===== config.mk =====
export PLATFORM = sky130hd
export DESIGN_NAME = sysid_checker_timer
export DESIGN_NICKNAME = d
export VERILOG_FILES = /design/src/rtl/sysid_checker_timer.sv
export SDC_FILE = /design/constraint.sdc
export NUM_CORES = 1
export LEC_CHECK = 0
export BUFFER_PORTS_ARGS = -buffer_cell sky130_fd_sc_hd__buf_4
export CORE_MARGIN = 1
export CORE_UTILIZATION = 57
export DETAILED_ROUTE_END_ITERATION = 12
export PLACE_DENSITY_LB_ADDON = 0.08
export SLEW_MARGIN = 20
export SYNTH_ARGS = -nofsm -noshare
export SYNTH_HDL_FRONTEND = slang
export SYNTH_SLANG_ARGS = --single-unit

===== constraint.sdc =====
create_clock -name clock -period 4.4 [get_ports clock]
set_input_delay 0.22 -clock clock [delete_from_list [all_inputs] [get_ports clock]]
set_output_delay 0.22 -clock clock [all_outputs]
set_load 0.05 [all_outputs]

===== src/rtl/sysid_checker_timer.sv =====
// Loadable down-counter that saturates at zero and flags when it is there.
module sysid_checker_timer #(
    parameter int WIDTH = 16
) (
    input  logic             clock,
    input  logic             reset,
    input  logic             i_load,
    input  logic [WIDTH-1:0] i_load_value,
    input  logic             i_dec,
    output logic             o_zero
);

    logic [WIDTH-1:0] r_count;

    // NOTE: sequential state uses non-blocking assignments so every flop samples pre-edge values.
    always_ff @(posedge clock or posedge reset) begin
        if (reset) begin
            r_count <= '0;
        end else if (i_load) begin
            r_count <= i_load_value;
        end else if (i_dec && (r_count != '0)) begin
            r_count <= r_count - 1'b1;
        end
    end

    assign o_zero = (r_count == '0);

endmodule


==> impl_table.tex, run 1 <==
\begin{tabular}{lr}
\hline
Metric & Value \\
\hline
\multicolumn{2}{l}{\textbf{Run status}} \\
\quad Outcome & complete, no violations \\
\multicolumn{2}{l}{\textbf{Power and ir drop}} \\
\quad Power per standard cell area & 286 nW/um\^{}2 \\
\quad Highest ir drop seen on vdd & between 200 and 250 uV \\
\quad Total power after layout & 356 uW \\
\quad Cell leakage power & 0.000513 uW \\
\multicolumn{2}{l}{\textbf{CTS}} \\
\quad CTS tree & yes \\
\quad Insertion delay to the later sink of the worst-skew pair & 0.31 ns \\
\quad CTS H-tree depth & 1 \\
\quad Buffer cell driving the clock tree root & sky130\_fd\_sc\_hd\_\_clkbuf\_4 \\
\quad Worst-case clock buffer depth & 2 \\
\quad Clock buffers created by TritonCTS & 3 \\
\quad Number of cells upsized or downsized after cts & 0 \\
\quad CTS clock-pin slew for the worst setup and hold paths & 0.11 ns \\
\quad Number of clock sinks seen by CTS & 16 \\
\multicolumn{2}{l}{\textbf{Worst setup path}} \\
\quad Worst-case reg-to-reg path depth & 4 \\
\quad Endpoint class of the critical path & output pin \\
\quad Worst EP required & 4.18 ns \\
\quad CP arrival & 2.40 ns \\
\quad Endpoint of the lowest-slack register-to-register path & r\_count[13] \\
\quad Crit path largest cell delay & 0.64 ns \\
\quad Critical path's top delay family & simple AND/OR/NAND/NOR gates \\
\quad Slack of the worst reg-to-reg path & 2.17 ns \\
\quad Kind of start point of the critical path & flip-flop \\
\quad Critical path start-end classification & reg2out \\
\quad Critical R2R Launch & r\_count[9] \\
\quad Worst setup path end & o\_zero \\
\quad Highest-delay cell along the critical path & sky130\_fd\_sc\_hd\_\_or4b\_2 \\
\quad CP Buf/Inv Count & 3 \\
\quad Max Fanout on Critical Path & 6 \\
\quad Instance count on the critical path & 6 \\
\quad Chain of cells forming the critical path & inv\_1 -> ha\_1 -> or4b\_2 -> or4\_4 -> inv\_2 -> buf\_4 \\
\quad Critical Path Start & r\_count[0] \\
\multicolumn{2}{l}{\textbf{STA}} \\
\quad Setup repair after global routing missed its margin & false \\
\quad Total Negative Setup Slacks & 0 ns \\
\quad Clock skew after layout & 0.0121 ns \\
\quad Period utilisation layout & 59.6\% \\
\quad Worst slew slack as a fraction of its limit & between 50\% and 60\% \\
\quad Max-slew violation count & 0 \\
\quad F\_max & 381 MHz \\
\quad Slack of the critical path & $\sim$1.8 ns \\
\quad Total of endpoints with negative setup slack in the final report & 0 \\
\quad Hold violation count in the final report & 0 \\
\quad Shortest clock period the worst path allows after layout & 2.62 ns \\
\quad Tightest Pin Transition & 0.604 ns \\
\multicolumn{2}{l}{\textbf{Placement}} \\
\quad Port Buffers & 20 \\
\quad Final Wtd Congestion & 0.881 \\
\quad Minimum setup slack after placement & 2.12 ns \\
\quad HPWL after detailed placement & 1680 um \\
\multicolumn{2}{l}{\textbf{Cells and area}} \\
\quad Multi-input gate area & about 590 um\^{}2 \\
\quad Leading registers by flop count & r\_count: 16 flops \\
\quad Number of fillers in the final layout & 148 \\
\quad Leading cell types in the layout, fill and taps excluded & 20 x sky130\_fd\_sc\_hd\_\_buf\_4, 16 x sky130\_fd\_sc\_hd\_\_dfrtp\_1, 15 x sky130\_fd\_sc\_hd\_\_nor2\_1 \\
\quad Flip-flop count of the largest register after layout & 16 \\
\quad Share of layout cells above drive strength 1 & 21.7\% \\
\quad Register name with the most flops & r\_count \\
\quad Sequential cell area & 400 um\^{}2 \\
\quad Commonest non-fill, non-tap cell in the layout & sky130\_fd\_sc\_hd\_\_buf\_4 \\
\quad Area delta synth->final & 20.4\% \\
\quad Nets & 165 \\
\quad Antenna fix cells & 0 \\
\multicolumn{2}{l}{\textbf{Route}} \\
\quad Via Count & a little over 1,000 \\
\quad Initial DRC count & between 40 and 50 \\
\quad Detail Route Antenna Nets & 0 \\
\quad Via-to-Cell Ratio & about 6 \\
\quad Final WL & 2320 um \\
\quad Average wire per standard cell & 13.8 um \\
\quad Detailed-route DRC error count & 0 \\
\quad Detailed-router iteration count before antenna repair & 4 \\
\multicolumn{2}{l}{\textbf{Global routing}} \\
\quad Grt met2 use & 41.8\% \\
\quad Met3 routing resource usage after global routing & 5.31\% \\
\quad GRT Residual Overflow & 0 \\
\quad Global routing usage summed across all routing layers & 26.3\% \\
\quad Global-route wire length before repair & about 3700 um \\
\quad Pin count of the biggest net entering global routing & 22 \\
\quad GR Layer Usage met1 & between 30\% and 40\% \\
\quad GRT Max-Usage Layer & met2 \\
\quad Initial antenna violation count & 0 \\
\quad Number of global-route vias before repair & 868 \\
\multicolumn{2}{l}{\textbf{Floorplan}} \\
\quad Initial core utilization & 60.6\% \\
\quad Height of the die & about 45 um \\
\quad Floorplan core area & 1710 um\^{}2 \\
\quad Number of core rows & 15 \\
\quad Die outline area & 1990 um\^{}2 \\
\quad Io pins & 21 \\
\quad Width of the die & 44.6 um \\
\multicolumn{2}{l}{\textbf{Logic synthesis}} \\
\quad Number of unique standard cell types used by synthesis & 39 \\
\quad Area of the mapped netlist & 1030 um\^{}2 \\
\quad YS warnings & 0 \\
\quad Async set-or-reset flop fraction in the synthesized netlist & 100\% \\
\quad Number of enable flip-flop cells after synthesis & 0 \\
\quad Post-Syn Area per Cell & 8.48 um\^{}2 \\
\quad Syn Nets & 143 \\
\quad Prevailing post-synth register cell & sky130\_fd\_sc\_hd\_\_dfrtp\_1 \\
\quad Flop and latch count out of synthesis & 16 \\
\quad Instance count of the mapped netlist & 122 \\
\quad Register area share after synthesis & 38.7\% \\
\multicolumn{2}{l}{\textbf{Hold path}} \\
\quad Worst Hold Class & in2reg \\
\multicolumn{2}{l}{\textbf{Run}} \\
\quad Number of max-cap violations & 0 \\
\hline
\end{tabular}
==> layer usage <==
metal | up-vias | wire (um) | share of wire, %
met2 | 27 | 1110 | 48
met3 | 5 | 99 | 4.3
li1 | 505 | - | -
met5 | - | 0 | 0
met1 | 491 | 1050 | 45
met4 | 0 | 53 | 2.3
==> worst reg2reg max path, delay by kind of cell, from the launching register on <==
family	cells	cell delay [ns]
compound gates	2	0.46
flops	1	0.45
simple gates	2	1.22
==> worst min-delay path by stage <==
stage                     depth (start not counted)          end             start  slack [ns]
after floorplan                                   1   r_count[0]             reset        0.13
after global placement                            2   r_count[5]             reset        0.32
after detailed placement                          2   r_count[5]             reset        0.33
after CTS                                         3  r_count[14]  i_load_value[14]        0.10
after global routing                              3  r_count[12]  i_load_value[12]        0.13
final                                             3  r_count[14]  i_load_value[14]        0.10
==> logic make-up after synthesis <==
group | share of synthesized area (%)
AOI/OAI and AO/OA | 20.7
xor gates and xnor gates | 2.54
adders and majority gates | 1.21
buffers and inverters | 4.11
DFF | 38.7
muxes | 0.967
and+or+nand+nor | 31.8
==> area by class of cell <==
cell class / instances / share of cell area [%]
tap: 25 / 2.51
multi-input combinational: 95 / 47.5
inverter: 7 / 2.11
clock buffer: 4 / 2.91
timing repair buffer: 21 / 12.9
sequential: 16 / 32.1
==> report_power, final <==
group	internal, uW	switching (uW)
clock	50.6	53.1
sequential	162	20.7
combinational	35.0	34.9
==> what timing repair did <==
action / CTS / global route
hold buffers: 1 / 0
endpoints found under the hold margin: 9 / 0
buffers inserted: 0 / 0
==> synthesized netlist by cell type (2+ instances only) <==
cell type | n | area, um^2
sky130_fd_sc_hd__nor4_1 | 2 | 12.5
sky130_fd_sc_hd__o31ai_1 | 2 | 15.0
sky130_fd_sc_hd__or4_4 | 2 | 22.5
sky130_fd_sc_hd__a21oi_1 | 5 | 25.0
sky130_fd_sc_hd__or3_1 | 2 | 12.5
sky130_fd_sc_hd__nor3_1 | 5 | 25.0
sky130_fd_sc_hd__o21ai_0 | 6 | 30.0
sky130_fd_sc_hd__a2bb2oi_1 | 2 | 17.5
sky130_fd_sc_hd__xor2_1 | 2 | 17.5
sky130_fd_sc_hd__nand2_1 | 13 | 48.8
sky130_fd_sc_hd__clkbuf_1 | 3 | 11.3
sky130_fd_sc_hd__dfrtp_1 | 16 | 400
sky130_fd_sc_hd__nand4_1 | 5 | 31.3
sky130_fd_sc_hd__nand3_1 | 3 | 15.0
sky130_fd_sc_hd__a31oi_1 | 5 | 31.3
sky130_fd_sc_hd__a311o_1 | 2 | 20.0
sky130_fd_sc_hd__and2_1 | 2 | 12.5
sky130_fd_sc_hd__nor2_1 | 15 | 56.3
sky130_fd_sc_hd__or4_1 | 5 | 37.5
sky130_fd_sc_hd__inv_1 | 6 | 22.5
==> stage by stage <==
| stage | util, % | hold slack [ns] | std cells | area, um^2 |
|---|---|---|---|---|
| after global placement | 70.3 | 0.322 | 163 | 1200 |
| after detailed placement | 70.3 | 0.335 | 163 | 1200 |
| after floorplan | - | 0.134 | 122 | 1030 |
| final | 73.0 | 0.104 | 168 | 1250 |
| after global routing | 73.0 | 0.128 | 168 | 1250 |
| after CTS | 73.0 | 0.104 | 168 | 1250 |
(Power assumes the default switching activity.)
==> run 2, diff against run 1 <==
--- a/config.mk
+++ b/config.mk
@@ -7,7 +7,7 @@
 export LEC_CHECK = 0
 export BUFFER_PORTS_ARGS = -buffer_cell sky130_fd_sc_hd__buf_4
 export CORE_MARGIN = 1
-export CORE_UTILIZATION = 57
+export CORE_UTILIZATION = 53
 export DETAILED_ROUTE_END_ITERATION = 12
 export PLACE_DENSITY_LB_ADDON = 0.08
 export SLEW_MARGIN = 20
==> constraint.sdc (replaced) <==
create_clock -name clock -period 2.6 [get_ports clock]
set_input_delay 0.13 -clock clock [delete_from_list [all_inputs] [get_ports clock]]
set_output_delay 0.13 -clock clock [all_outputs]
set_load 0.05 [all_outputs]
==> run 2 against run 1 <==
Net effect: core utilization shrank 1.8 points; clock power rose by 65%; hold slack worse by 0.083 ns; routed wire length grew 9.7%; sequential power is 70% higher; critical path depth unchanged; non-clock buffer count is 3 higher; combinational power grew 75%; final cell count is 1.8% higher; register-to-register slack got worse by 1.8 ns; highest routed layer unchanged.
==> impl_table.tex, run 2 (synthesis results as in run 1) <==
\begin{tabular}{lr}
\hline
Metric & Value \\
\hline
\multicolumn{2}{l}{\textbf{Run status}} \\
\quad Outcome & complete, no violations \\
\multicolumn{2}{l}{\textbf{CTS}} \\
\quad CTS H-tree depth & 1 \\
\quad Number of clock sinks seen by CTS & 16 \\
\quad Insertion delay to the later sink of the worst-skew pair & 0.30 ns \\
\quad Worst-case clock buffer depth & 2 \\
\quad Buffer cell driving the clock tree root & sky130\_fd\_sc\_hd\_\_clkbuf\_4 \\
\quad CTS tree & yes \\
\quad Number of hold-repair buffers added at the cts stage & 1 \\
\quad Post-CTS setup buffers & 0 \\
\quad Number of cells upsized or downsized after cts & 0 \\
\quad CTS clock-pin slew for the worst setup and hold paths & around 0.11 ns \\
\quad Clock buffers created by TritonCTS & 3 \\
\multicolumn{2}{l}{\textbf{Global routing}} \\
\quad Global routing usage summed across all routing layers & between 20\% and 30\% \\
\quad Global-route wire length before repair & 4170 um \\
\quad Pin count of the biggest net entering global routing & 22 \\
\quad Initial antenna violation count & 0 \\
\quad Number of global-route vias before repair & $\sim$950 \\
\quad GRT Residual Overflow & 0 \\
\multicolumn{2}{l}{\textbf{Floorplan}} \\
\quad Die outline area & 2130 um\^{}2 \\
\quad Initial core utilization & 58.0\% \\
\quad Width of the die & 46.2 um \\
\quad Height of the die & 46.2 um \\
\quad Io pins & 21 \\
\quad Floorplan core area & 1780 um\^{}2 \\
\quad Number of core rows & 15 \\
\multicolumn{2}{l}{\textbf{STA}} \\
\quad Clock skew after layout & 0.00987 ns \\
\quad F\_max & 395 MHz \\
\quad Max-slew violation count & 0 \\
\quad Shortest clock period the worst path allows after layout & 2.53 ns \\
\quad Total Negative Setup Slacks & 0 ns \\
\quad Tightest Pin Transition & 0.616 ns \\
\quad Period utilisation layout & 97.4\% \\
\quad Worst slew slack as a fraction of its limit & slightly below 60\% \\
\quad WHS & 0.0211 ns \\
\quad Setup repair after global routing missed its margin & false \\
\quad Hold violation count in the final report & 0 \\
\quad Total of endpoints with negative setup slack in the final report & 0 \\
\multicolumn{2}{l}{\textbf{Cells and area}} \\
\quad Flip-flop count of the largest register after layout & 16 \\
\quad Area delta synth->final & 22.6\% \\
\quad Leading cell types in the layout, fill and taps excluded & 23 x sky130\_fd\_sc\_hd\_\_buf\_4, 16 x sky130\_fd\_sc\_hd\_\_dfrtp\_1, 15 x sky130\_fd\_sc\_hd\_\_nor2\_1 \\
\quad Register name with the most flops & r\_count \\
\quad Commonest non-fill, non-tap cell in the layout & sky130\_fd\_sc\_hd\_\_buf\_4 \\
\quad Nets & 168 \\
\quad Final cell count without fillers & 171 \\
\quad Sequential cell area & between 400 and 500 um\^{}2 \\
\quad Multi-input gate area & $\sim$600 um\^{}2 \\
\quad Share of layout cells above drive strength 1 & 23.3\% \\
\quad Leading registers by flop count & r\_count: 16 flops \\
\quad Antenna fix cells & 0 \\
\quad Number of fillers in the final layout & 151 \\
\multicolumn{2}{l}{\textbf{Worst setup path}} \\
\quad Worst EP required & 2.47 ns \\
\quad Kind of start point of the critical path & flip-flop \\
\quad Critical path start-end classification & reg2out \\
\quad CP arrival & 2.40 ns \\
\quad Endpoint class of the critical path & output pin \\
\quad Max Fanout on Critical Path & 6 \\
\multicolumn{2}{l}{\textbf{Route}} \\
\quad Detail Route Antenna Nets & 0 \\
\quad Detailed-router iteration count before antenna repair & 4 \\
\quad Initial DRC count & 53 \\
\quad Met1 wire length & 1130 um \\
\quad Via-to-Cell Ratio & 6.11 \\
\quad Met3 wire len & 132 um \\
\quad Detailed-route DRC error count & 0 \\
\quad DR WL met2 & 1240 um \\
\quad Average wire per standard cell & 14.9 um \\
\quad Via Count & between 1,000 and 1,500 \\
\quad Final WL & 2540 um \\
\quad Top sig layer & met4 \\
\multicolumn{2}{l}{\textbf{Placement}} \\
\quad Cell count after placement & $\sim$170 \\
\quad Final Wtd Congestion & 0.849 \\
\quad Port Buffers & 20 \\
\quad HPWL after detailed placement & 1840 um \\
\multicolumn{2}{l}{\textbf{Power and ir drop}} \\
\quad Cell leakage power & 0.000529 uW \\
\quad Highest ir drop seen on vdd & 338 uV \\
\quad Power per standard cell area & around 480 nW/um\^{}2 \\
\multicolumn{2}{l}{\textbf{Hold path}} \\
\quad Worst Hold Class & in2reg \\
\multicolumn{2}{l}{\textbf{Run}} \\
\quad Number of max-cap violations & 0 \\
\hline
\end{tabular}
-- run 2: cell types whose count changed in the layout (fill, tap and decap cells not counted) --
cell | previous run | this run
sky130_fd_sc_hd__buf_4 | 20 | 23
-- run 2: final timing paths --
kind | slack, ns | endpoint | cells after the start | from
worst max-delay path | 0.07 | o_zero | 6 | r_count[0]
worst min-delay path | 0.02 | r_count[14] | 3 | i_load_value[14]
worst max register to register | 0.37 | r_count[5] | 7 | r_count[0]
worst min register to register | 0.59 | r_count[1] | 2 | r_count[1]
max in group asynchronous | 1.73 | r_count[0] | 3 | reset
min in group asynchronous | 0.47 | r_count[2] | 3 | reset
-- run 2: cell type report --
type / count / share of cell area [%]
tap: 25 / 2.47
sequential: 16 / 31.6
timing repair buffer: 24 / 14.4
clock buffer: 4 / 2.86
inverter: 7 / 2.07
multi-input combinational: 95 / 46.6
-- run 2: per-stage QoR --
step	worst slack (ns)	total power, uW	util (%)	cell area [um^2]
2_1_floorplan	0.319	383	-	1030
3_3_place_gp	0.473	425	68.6	1220
3_5_place_dp	0.396	433	68.6	1220
4_1_cts	0.0667	605	71.2	1270
5_1_grt	0.000246	636	71.2	1270
6_report	0.0688	604	71.2	1270
-- run 2: where the power goes --
group          switching, uW  total, uW  internal (uW)
Clock                   86.8        172           85.4
Sequential              35.6        309            274
Combinational           62.0        122           60.4
Total                    184        604            419
-- run 2: worst max-delay path, stage by stage, from the launching register on --
cell                      delay [ns]
sky130_fd_sc_hd__dfrtp_1        0.40
sky130_fd_sc_hd__inv_1          0.10
sky130_fd_sc_hd__ha_1           0.24
sky130_fd_sc_hd__or4b_2         0.64
sky130_fd_sc_hd__or4_4          0.45
sky130_fd_sc_hd__inv_2          0.08
sky130_fd_sc_hd__buf_4          0.19
-- run 2: layer usage --
layer  up-vias  track usage [%]
met4         0             14.1
met1       481             35.7
met3         8             5.10
met2        41             44.2
li1        514                -
met5         -                0
